`config.mk`:
```
export PLATFORM = sky130hd
export DESIGN_NAME = dual_debouncer
export DESIGN_NICKNAME = d
export VERILOG_FILES = /design/src/rtl/dual_debouncer.sv
export SDC_FILE = /design/constraint.sdc
export NUM_CORES = 1
export LEC_CHECK = 0
export ABC_AREA = 1
export ABC_CLOCK_PERIOD_IN_PS = 3220
export CAP_MARGIN = 40
export CORE_UTILIZATION = 50
export DETAILED_ROUTE_END_ITERATION = 8
export GPL_ROUTABILITY_DRIVEN = 1
export PLACE_DENSITY = 0.74
export SLEW_MARGIN = 0
export SYNTH_ARGS = -nofsm -noshare
export SYNTH_HDL_FRONTEND = slang
export SYNTH_SLANG_ARGS = --single-unit
export TNS_END_PERCENT = 20
```
`constraint.sdc`:
```
create_clock -name clk -period 3.22 [get_ports clk]
set_clock_uncertainty 0.2 [all_clocks]
set_input_delay 0.966 -clock clk [delete_from_list [all_inputs] [get_ports clk]]
set_output_delay 0.966 -clock clk [all_outputs]
set_load 0.01 [all_outputs]
```
`src/rtl/dual_debouncer.sv`:
```
// Two independent switch debouncers: 2-flop synchronizer, 4-state accept FSM,
// registered level output and single-cycle rise/fall pulses per channel.
module dual_debouncer #(
  parameter int DEBOUNCE_CYCLES = 4
) (
  input  logic clk,
  input  logic rst_n,
  input  logic a_raw,
  input  logic b_raw,
  output logic a,
  output logic b,
  output logic a_rise,
  output logic a_fall,
  output logic b_rise,
  output logic b_fall
);

  typedef enum logic [1:0] {
    LOW     = 2'd0,
    TO_HIGH = 2'd1,
    HIGH    = 2'd2,
    TO_LOW  = 2'd3
  } state_t;

  localparam logic [15:0] CNT_LAST = 16'(DEBOUNCE_CYCLES - 1);

  logic [1:0] raw_vec;
  assign raw_vec = {b_raw, a_raw};

  genvar gi;
  generate
    for (gi = 0; gi < 2; gi++) begin : g_ch
      logic        s1_reg;
      logic        s2_reg;
      state_t      state_reg;
      state_t      state_next;
      logic [15:0] cnt_reg;
      logic [15:0] cnt_next;
      logic        level_reg;
      logic        level_next;
      logic        rise_reg;
      logic        rise_next;
      logic        fall_reg;
      logic        fall_next;

      always_ff @(posedge clk) begin
        if (!rst_n) begin
          s1_reg    <= 1'b0;
          s2_reg    <= 1'b0;
          state_reg <= LOW;
          cnt_reg   <= 16'd0;
          level_reg <= 1'b0;
          rise_reg  <= 1'b0;
          fall_reg  <= 1'b0;
        end else begin
          s1_reg    <= raw_vec[gi];
          s2_reg    <= s1_reg;
          state_reg <= state_next;
          cnt_reg   <= cnt_next;
          level_reg <= level_next;
          rise_reg  <= rise_next;
          fall_reg  <= fall_next;
        end
      end

      // Any disagreeing sample during a transition drops straight back to the
      // settled state, so the count always restarts from scratch.
      always_comb begin
        state_next = state_reg;
        cnt_next   = cnt_reg;
        rise_next  = 1'b0;
        fall_next  = 1'b0;
        unique case (state_reg)
          LOW: begin
            if (s2_reg) begin
              state_next = TO_HIGH;
              cnt_next   = 16'd1;
            end else begin
              cnt_next   = 16'd0;
            end
          end
          TO_HIGH: begin
            if (!s2_reg) begin
              state_next = LOW;
              cnt_next   = 16'd0;
            end else if (cnt_reg == CNT_LAST) begin
              state_next = HIGH;
              cnt_next   = 16'd0;
              rise_next  = 1'b1;
            end else begin
              cnt_next   = cnt_reg + 16'd1;
            end
          end
          HIGH: begin
            if (!s2_reg) begin
              state_next = TO_LOW;
              cnt_next   = 16'd1;
            end else begin
              cnt_next   = 16'd0;
            end
          end
          TO_LOW: begin
            if (s2_reg) begin
              state_next = HIGH;
              cnt_next   = 16'd0;
            end else if (cnt_reg == CNT_LAST) begin
              state_next = LOW;
              cnt_next   = 16'd0;
              fall_next  = 1'b1;
            end else begin
              cnt_next   = cnt_reg + 16'd1;
            end
          end
          default: begin
            state_next = LOW;
            cnt_next   = 16'd0;
          end
        endcase
        level_next = (state_next == HIGH) || (state_next == TO_LOW);
      end
    end
  endgenerate

  assign a      = g_ch[0].level_reg;
  assign a_rise = g_ch[0].rise_reg;
  assign a_fall = g_ch[0].fall_reg;
  assign b      = g_ch[1].level_reg;
  assign b_rise = g_ch[1].rise_reg;
  assign b_fall = g_ch[1].fall_reg;

endmodule

```
# Yosys cells after proc, flatten, opt, wreduce, memory -nomap -nowiden
# Cells that the tools add are included.
totals:
  reg_bits: 46
  out_inout_bits: 6
op_classes:
  addsub: 2
  n_eq_ne: 12
  mux: 28
  bitwise: 3
  reduce_logical: 8
ops:
  columns: ["operator", "count"]
  rows:
  - ["one-hot mux 16 bit (4 select lines)", 2]
  - ["two-way mux 16 bit", 6]
  - ["adder 16 x 1 -> 16 bit, second input constant", 2]
  - ["equality test 16 x 2 -> 1 bit, second input constant", 2]
  - ["two-way mux 2 bit", 12]
  - ["equality test 2 bit, second input constant", 8]
  - ["one-hot mux 2 bit (4 select lines)", 2]
  - ["two-way mux 1 bit", 6]
  - ["AND reduction 3 bit", 2]
  - ["OR reduction 3 bit", 2]
  - ["equality test 2 x 1 -> 1 bit, second input constant", 2]
  - ["zero test 2 bit", 2]
  - ["NOT 1 bit", 3]
  - ["logical OR 1 bit", 2]

# Longest topological paths before layout
logic_depth:
  ltp_word: 6
  depth_mapped: 10
  depth_no_buf: 10

# Worst setup path after synthesis
# OpenSTA, ideal clock, no wires.
synth_path:
  path_kind: "in2reg"
  start: "in rst_n"
  end: "reg g_ch[0].cnt_reg[10]"
  setup_time_ps: 72
  arrival_time_ps: 1643
  required_time_ps: 2948
  setup_slack_ps: 1305
  cell_stages: 8
  path_buffers: 2
  path_cell_list: "buf_6 -> nand3b_4 -> nand2_1 -> nand2_1 -> inv_1 -> nand2_2 -> buf_6 -> nor3b_2"
synth_lines:
  columns: ["element", "line", "rtl"]
  rows:
  - ["start, declared", "7", "input logic rst_n,"]
  - ["end signal, assigned", "59", "cnt_reg <= cnt_next;"]
  - ["end, declared", "37", "logic [15:0] cnt_reg;"]

==> impl_metrics.env <==
export IMPL_outcome="finished clean"
export IMPL_power_uw=944
export IMPL_hold_path_class="reg -> reg"
export IMPL_finalCoreUtilization=0.586
export IMPL_synthArstFlopShare=0
export IMPL_cp_common_cell="nand2_1"
export IMPL_slowest_delay_ns=0.48
export IMPL_num_rows=23
export IMPL_period_share=0.739
export IMPL_cts_tree="yes"
export IMPL_ys_types=27
export IMPL_coreArea_um2=4030
export IMPL_post_cts_buffers=0
export IMPL_io_buffers=9
export IMPL_crit_required_ns=3.26
export IMPL_io_pins=10
export IMPL_place_ws_ns=0.494
export IMPL_path_clk_slew_ns=0.09
export IMPL_dpl_cell_area_um2=2260
export IMPL_vias=1770
export IMPL_holdBufCountCts=0
export IMPL_vdd_drop_max_uv=283
export IMPL_fin_area_um2=2360
export IMPL_wl_per_cell_um=10.4
export IMPL_p_leak_nw=0.905
export IMPL_dieArea_um2=4520
export IMPL_cts_buffer_depth=2
export IMPL_ant_nets=0
export IMPL_cp_max_fo=11
export IMPL_finalWorstSetupSlack_ns=0.841
export IMPL_rr_startpoint="g_ch[0].cnt_reg[0]"
export IMPL_cts_sinks=45
export IMPL_crit_path_end="g_ch[0].cnt_reg[9]"
export IMPL_numCtsBuffers=5
export IMPL_rsz0062_at_grt="false"
export IMPL_critPathBufInv=4
export IMPL_path_cells="clkdlybuf4s50_1 > buf_4 > nand3b_4 > nand2_1 > nand2_1 > inv_1 > nand2_2 > inv_1 > nand2_1 > nor2_1"
export IMPL_slew_headroom=0.800
export IMPL_die_h_um=67.2
export IMPL_hpwl_um=2770
export IMPL_drc_errors=0
export IMPL_syn_area_um2=2130
export IMPL_drtIter0Drc=139
export IMPL_ys_ff_latch=45
export IMPL_gp_congestion=0.849
export IMPL_report_final_slew_viol_count=0
export IMPL_synth_area_leaders="dfxtp_1 42%, nand2_1 11%, nor2_1 9.9%"
export IMPL_grt_antenna_before_repair=0
export IMPL_critPathKind="in -> reg"
export IMPL_root_buffer="clkbuf_8"
export IMPL_pwr_density_cell_nw_per_um2=400
export IMPL_ys_warn_count=0
export IMPL_tightest_slew_ns=0.298
export IMPL_synthMostInstantiatedCell="nand2_1"
export IMPL_critPathSlowestCell="clkdlybuf4s50_1"
export IMPL_crit_arrival_ns=2.42
export IMPL_cp_depth=10
export IMPL_yosys_most_used_dff="dfxtp_1"
export IMPL_grt_max_degree=15
export IMPL_crit_start="rst_n"
export IMPL_synthesis_nets=299
export IMPL_fin_tns_setup_ns=0
export IMPL_track_usage=0.189
export IMPL_r2r_end="g_ch[0].cnt_reg[14]"
export IMPL_cp_start_kind="primary input"
export IMPL_drv_cap=0
export IMPL_h_tree_depth=2
export IMPL_synth_area_leader_cell="dfxtp_1"
export IMPL_clock_fmax_ghz=0.420
export IMPL_yosysTopAreaCellShare=0.424
export IMPL_seq_area_frac_synth=0.424
export IMPL_largest_reg_flops=32
export IMPL_grt_pass1_wl_um=6430
export IMPL_layout_drive_gt1_share=0.129
export IMPL_hold_viol=0
export IMPL_drt_pass1_iter_count=4
export IMPL_start_util=0.528
export IMPL_synth_edff_count=0
export IMPL_viasPerCell=4.93
export IMPL_path_delay_family="buffers and inverters"
export IMPL_period_minus_slack_ns=2.38
export IMPL_die_w_um=67.2
export IMPL_syn_to_final_growth_pct=11.0
export IMPL_wl_um=3750
export IMPL_grt_overflow=0
export IMPL_nets=314
export IMPL_r2r_slack_ns=1.40
export IMPL_end_kind="flop"
export IMPL_grt_pass1_vias=1583
export IMPL_diodes=0
export IMPL_ctsResizeCount=0
export IMPL_insertion_delay_ns=0.30
export IMPL_synth_area_per_cell_um2=7.26
export IMPL_ff2ff_path_depth=8
export IMPL_ys_top_cells_by_count="64 x nand2_1, 56 x nor2_1, 45 x dfxtp_1, 42 x inv_1, 15 x nand3_1"
export IMPL_synth_cells=293
export IMPL_setup_viol=0
## power by group
part | internal (mW) | total [mW] | switching [mW]
sequential | 0.560 | 0.562 | 0.00254
clock | 0.174 | 0.369 | 0.195
combinational | 0.00634 | 0.0125 | 0.00614
total | 0.740 | 0.944 | 0.204
## through the flow
step                      std cells  hold slack (ns)
after floorplan                 293            0.190
after global placement          351            0.201
after detailed placement        351            0.214
after CTS                       359            0.233
after global routing            359            0.242
final                           359            0.228
## metal layers
metal	global-route usage	up-vias	share of wire
li1	-	935	-
met5	0	-	0
met3	0.0355	5	0.041
met1	0.241	800	0.47
met4	0.0957	0	0.013
met2	0.304	30	0.47
## worst min-delay path by stage
stage	cells after the start	to	start	slack (ns)
after floorplan	2	g_ch[0].s2_reg	g_ch[0].s1_reg	0.19
after detailed placement	2	g_ch[0].s2_reg	g_ch[0].s1_reg	0.21
after CTS	2	g_ch[0].s2_reg	g_ch[0].s1_reg	0.23
final	2	g_ch[1].s2_reg	g_ch[1].s1_reg	0.23
after global placement	2	g_ch[0].s2_reg	g_ch[0].s1_reg	0.20
after global routing	2	g_ch[1].s2_reg	g_ch[1].s1_reg	0.24
## layout make-up
cell class / count / area, um2
tap: 50 / 62.6
inverter: 44 / 165
multi-input combinational: 202 / 1040
sequential: 45 / 901
clock buffer: 6 / 82.6
timing repair buffer: 10 / 97.6
clock inverter: 2 / 13.8
fill: 398 / 1670
## tightest hold or removal path, stage by stage, from the launching register on
cell	delay (ns)
dfxtp_1	0.31
nand2_1	0.06
inv_1	0.03
## cell families (layout without fill, tap and decap cells)
| family | after synthesis | after routing | share of synthesized area |
|---|---|---|---|
| AND/OR/NAND/NOR | 173 | 173 | 0.393 |
| buffers and inverters | 46 | 62 | 0.0883 |
| flip-flops | 45 | 45 | 0.424 |
| AO/OA/AOI/OAI | 20 | 20 | 0.0547 |
| XOR/XNOR | 7 | 7 | 0.0288 |
| adder cells (fa/ha/maj) | 2 | 2 | 0.0118 |
## placed cells by master (no fill, tap or decap), types with 3 or more instances in the layout
cell              n
nand2_1          64
nor2_1           56
dfxtp_1          45
inv_1            42
nand3_1          15
a21oi_1          13
nor2_2            9
clkdlybuf4s50_1   9
nor3_2            6
clkbuf_8          6
nor3_1            5
nor2_4            4
nand2_2           4
xor2_1            4
nand4_1           4
xnor2_1           3
No activity file was read; power rests on OpenSTA's default activity.
==> patch 1, RTL diff (same settings) <==
Add an input register stage for `a_raw` and `b_raw`, without a reset; this delays them by one clock.
--- a/src/rtl/dual_debouncer.sv
+++ b/src/rtl/dual_debouncer.sv
@@ -26,4 +26,12 @@
 
+  logic a_raw_q;
+  logic b_raw_q;
+
+  always_ff @(posedge clk) begin
+    a_raw_q <= a_raw;
+    b_raw_q <= b_raw;
+  end
+
   logic [1:0] raw_vec;
-  assign raw_vec = {b_raw, a_raw};
+  assign raw_vec = {b_raw_q, a_raw_q};
 
Behaviour: not the same (a bounded check fails within 10 cycles, from zero or initial values and one cycle with rst_n low).
==> patch 1 against the unedited design <==
First-iteration DRC count down 29%. Wire length about the same. Cell area up 1.9%. Setup slack worse by 0.068 ns. Combinational power up 6%. Sequential share of layout area up 0.97 points. Global-route usage down 0.079 points. Die area up 1.8%. Total power up 2.5%. Cell count up 7.2%. Synthesized area up 1.8%. Sequential cell count up 2. Critical path type is now reg2out. Highest routed layer unchanged.
==> patch 1: results (changes against the unedited design) <==
* Status: finished clean
* Max VDD drop at 237 uV (-16%)
* Data arrival, critical path at 1.28 ns (-1.14 ns)
* Invs w/o clock at 50 (+14%)
* Syn nets at 325 (+8.7%)
* Register area at 941 um^2 (+4.4%)
* Seq/Total Area, Yosys at 43.5% (+1.1 points)
* Sequential power at 0.000588 W (+4.6%)
* 1st-iter DRT viols at 99 (-29%)
* Layout buffering overhead excluding clock cells at 4.06% (-0.075 points)
* Worst R2R Start: g_ch[1].cnt_reg[0]
* GP Congestion at 0.840 (-1.1%)
* Clock buf count at 7 (+1)
* CTS Sinks at 47 (+4.4%)
* Leakage at 0.910 nW (+0.50%)
* Post-synth cell types at 25 (-7.4%)
* Routed wl met2 at 1570 um (-11%)
* Top cells by area, synth: dfxtp_1, nor2_1, nand2_1
* Pint at 0.000768 W (+3.8%)
* Met1 Wirelength at 1980 um (+12%)
* Placed Area at 0.00231 mm^2 (+2.0%)
* Critical path launch point: b
* Min Hold Slack at 0.221 ns (-0.00711 ns)
* CP Max Fanout at 5 (-6)
* Clk cell area share at 3.96% (-0.13 points)
* Share of post-route cells with drive strength above 1 at 7.16% (-5.8 points)
* GRT Total Usage at 18.8% (-0.079 points)
* Non-Filler Instances at 385 (+7.2%)
* Most instantiated cells after synthesis: nor2_1, nand2_1, dfxtp_1, inv_1, nand3_1
* Cells on worst reg2reg path at 7 (-1)
* Area Overhead vs Synth at 11.0% (about the same)
* Filler Cell Count at 406 (+2.0%)
* Inst Count DP at 377 (+7.4%)
* Hold endpoint: g_ch[1].s1_reg
* Mean Syn Cell Area at 6.79 um^2 (-6.5%)
* Final WS setup at 0.774 ns (-0.0678 ns)
* Comb_multi_in at 220 (+8.9%)
patch 1: changes by cell type in the layout (fill, tap and decap cells not counted), moves of 4 or more:
cell | unedited run | this run
nand2_1 | 64 | 68
xor2_1 | 4 | 9
nor2_1 | 56 | 78
nor3_1 | 5 | 9
nand3_1 | 15 | 19
inv_1 | 42 | 47
nor3_2 | 6 | 0
a21oi_1 | 13 | 3
patch 1: per-layer routing:
layer  GRT usage [%]  up-vias
met5               0        -
met4            7.03        0
met3            4.05        2
met2            28.3       38
met1            26.2      781
li1                -     1006
patch 1: cells by family (layout without fill, tap and decap cells):
logic type / Yosys count / after routing / share of synthesized area [%]
buf+inv: 52 / 68 / 9.42
simple gates: 194 / 194 / 37.9
fa+ha+maj: 2 / 2 / 1.16
xor+xnor: 12 / 12 / 4.86
flops: 47 / 47 / 43.5
compound gates: 12 / 12 / 3.18
==> patch 2, RTL diff (same flow settings) <==
Made on the original files. Encoding of `state_t`: now one-hot (4 bits for 4 states).
--- a/src/rtl/dual_debouncer.sv
+++ b/src/rtl/dual_debouncer.sv
@@ -17,7 +17,7 @@
 
-  typedef enum logic [1:0] {
-    LOW     = 2'd0,
-    TO_HIGH = 2'd1,
-    HIGH    = 2'd2,
-    TO_LOW  = 2'd3
+  typedef enum logic [3:0] {
+    LOW     = 4'b0001,
+    TO_HIGH = 4'b0010,
+    HIGH    = 4'b0100,
+    TO_LOW  = 4'b1000
   } state_t;
Function: no difference found for any inputs over 10 cycles, from zero or initial values and one cycle with rst_n low; not proved beyond that.
==> patch 2 against the unedited design <==
Cell count increased by 24%. Sequential cell count increased by 5. Cell area increased by 19%. Utilization decreased by 0.18 points. Via count increased by 22%. Wire length increased by 25%. Synthesized area increased by 20%. Setup slack improved by 0.035 ns.
Power is not compared: it rests on default switching activity, and its combinational part moved more than twofold at a synthesized area within 25%.
==> patch 2: results (changes against the unedited design) <==
* GP Congestion at 0.869 (+2.3%)
* First-pass GRT wire length at 8170 um (+27%)
* Seq/Total Area, Yosys at 39.2% (-3.2 points)
* Vias in the first global route at 1,954 (+23%)
* Most instantiated cells after synthesis: nand2_1, nor2_1, dfxtp_1, inv_1, nand3_1
* Placed Area at 0.00273 mm^2 (+21%)
* Starting Density at 53.0% (+0.22 points)
* Syn nets at 368 (+23%)
* 1st-iter DRT viols at 141 (+1.4%)
* Worst R2R Start: g_ch[1].cnt_reg[1]
* Via count at 2,168 (+22%)
* Share of post-route cells with drive strength above 1 at 15.3% (+2.4 points)
* Hold endpoint: g_ch[0].s2_reg
* R2R Setup Slk at 1.49 ns (+0.09 ns)
* Min Hold Slack at 0.226 ns (-0.00171 ns)
* Post-Place Setup Slack at 0.672 ns (+0.178 ns)
* DR WL/cell at 10.6 um (+1.2%)
* Inst Count DP at 438 (+25%)
* Mean Syn Cell Area at 7.05 um^2 (-2.8%)
* Reg2reg end: g_ch[1].cnt_reg[3]
* CP Max Fanout at 1 (-10)
* Crit path time final at 2.34 ns (-0.0347 ns)
* Worst setup path end: a_fall
* Pin count of the biggest net entering global routing at 16 (+1)
* Nets@finish at 384 (+22%)
* GRT Total Usage at 19.7% (+0.80 points)
* Cells on worst reg2reg path at 10 (+2)
* Vias per cell at 4.87 (-1.2%)
* Status: finished clean
* Max_slew headroom at 68.5% (-11 points)
* Met1 Wirelength at 2460 um (+39%)
* Post-synth cell types at 28 (+3.7%)
* Data arrival, critical path at 1.18 ns (-1.24 ns)
* Area of the multi-input gates at 0.00137 mm^2 (+32%)
## patch 2: logic make-up (layout without fill, tap and decap cells)
logic type / count (synthesis) / in the layout / share of synthesized area, %
buf+inv: 47 / 63 / 7.01
compound gates: 18 / 18 / 3.63
xor+xnor: 14 / 14 / 4.80
flops: 50 / 50 / 39.2
fa+ha+maj: 2 / 2 / 0.980
simple gates: 231 / 231 / 44.4
## patch 2: area by class of cell
cell class	instances	area share [%]
Inverter	46	6.23
Timing Repair Buffer	10	3.47
Multi-Input combinational cell	265	48.8
Sequential cell	50	35.6
Tap cell	67	2.98
Clock buffer	5	2.45
Clock inverter	2	0.489
## patch 2: routing by layer
layer / track usage (%) / vias to the layer above
met1: 26.0 / 963
li1: - / 1171
met4: 7.48 / 0
met2: 30.4 / 30
met5: 0 / -
met3: 5.90 / 4
## patch 2: where the power goes
group          internal, W  leakage [nW]  switching (W)
Clock             0.000150        0.0444       0.000206
Combinational    0.0000190         0.597      0.0000308
Sequential        0.000625         0.404     0.00000482
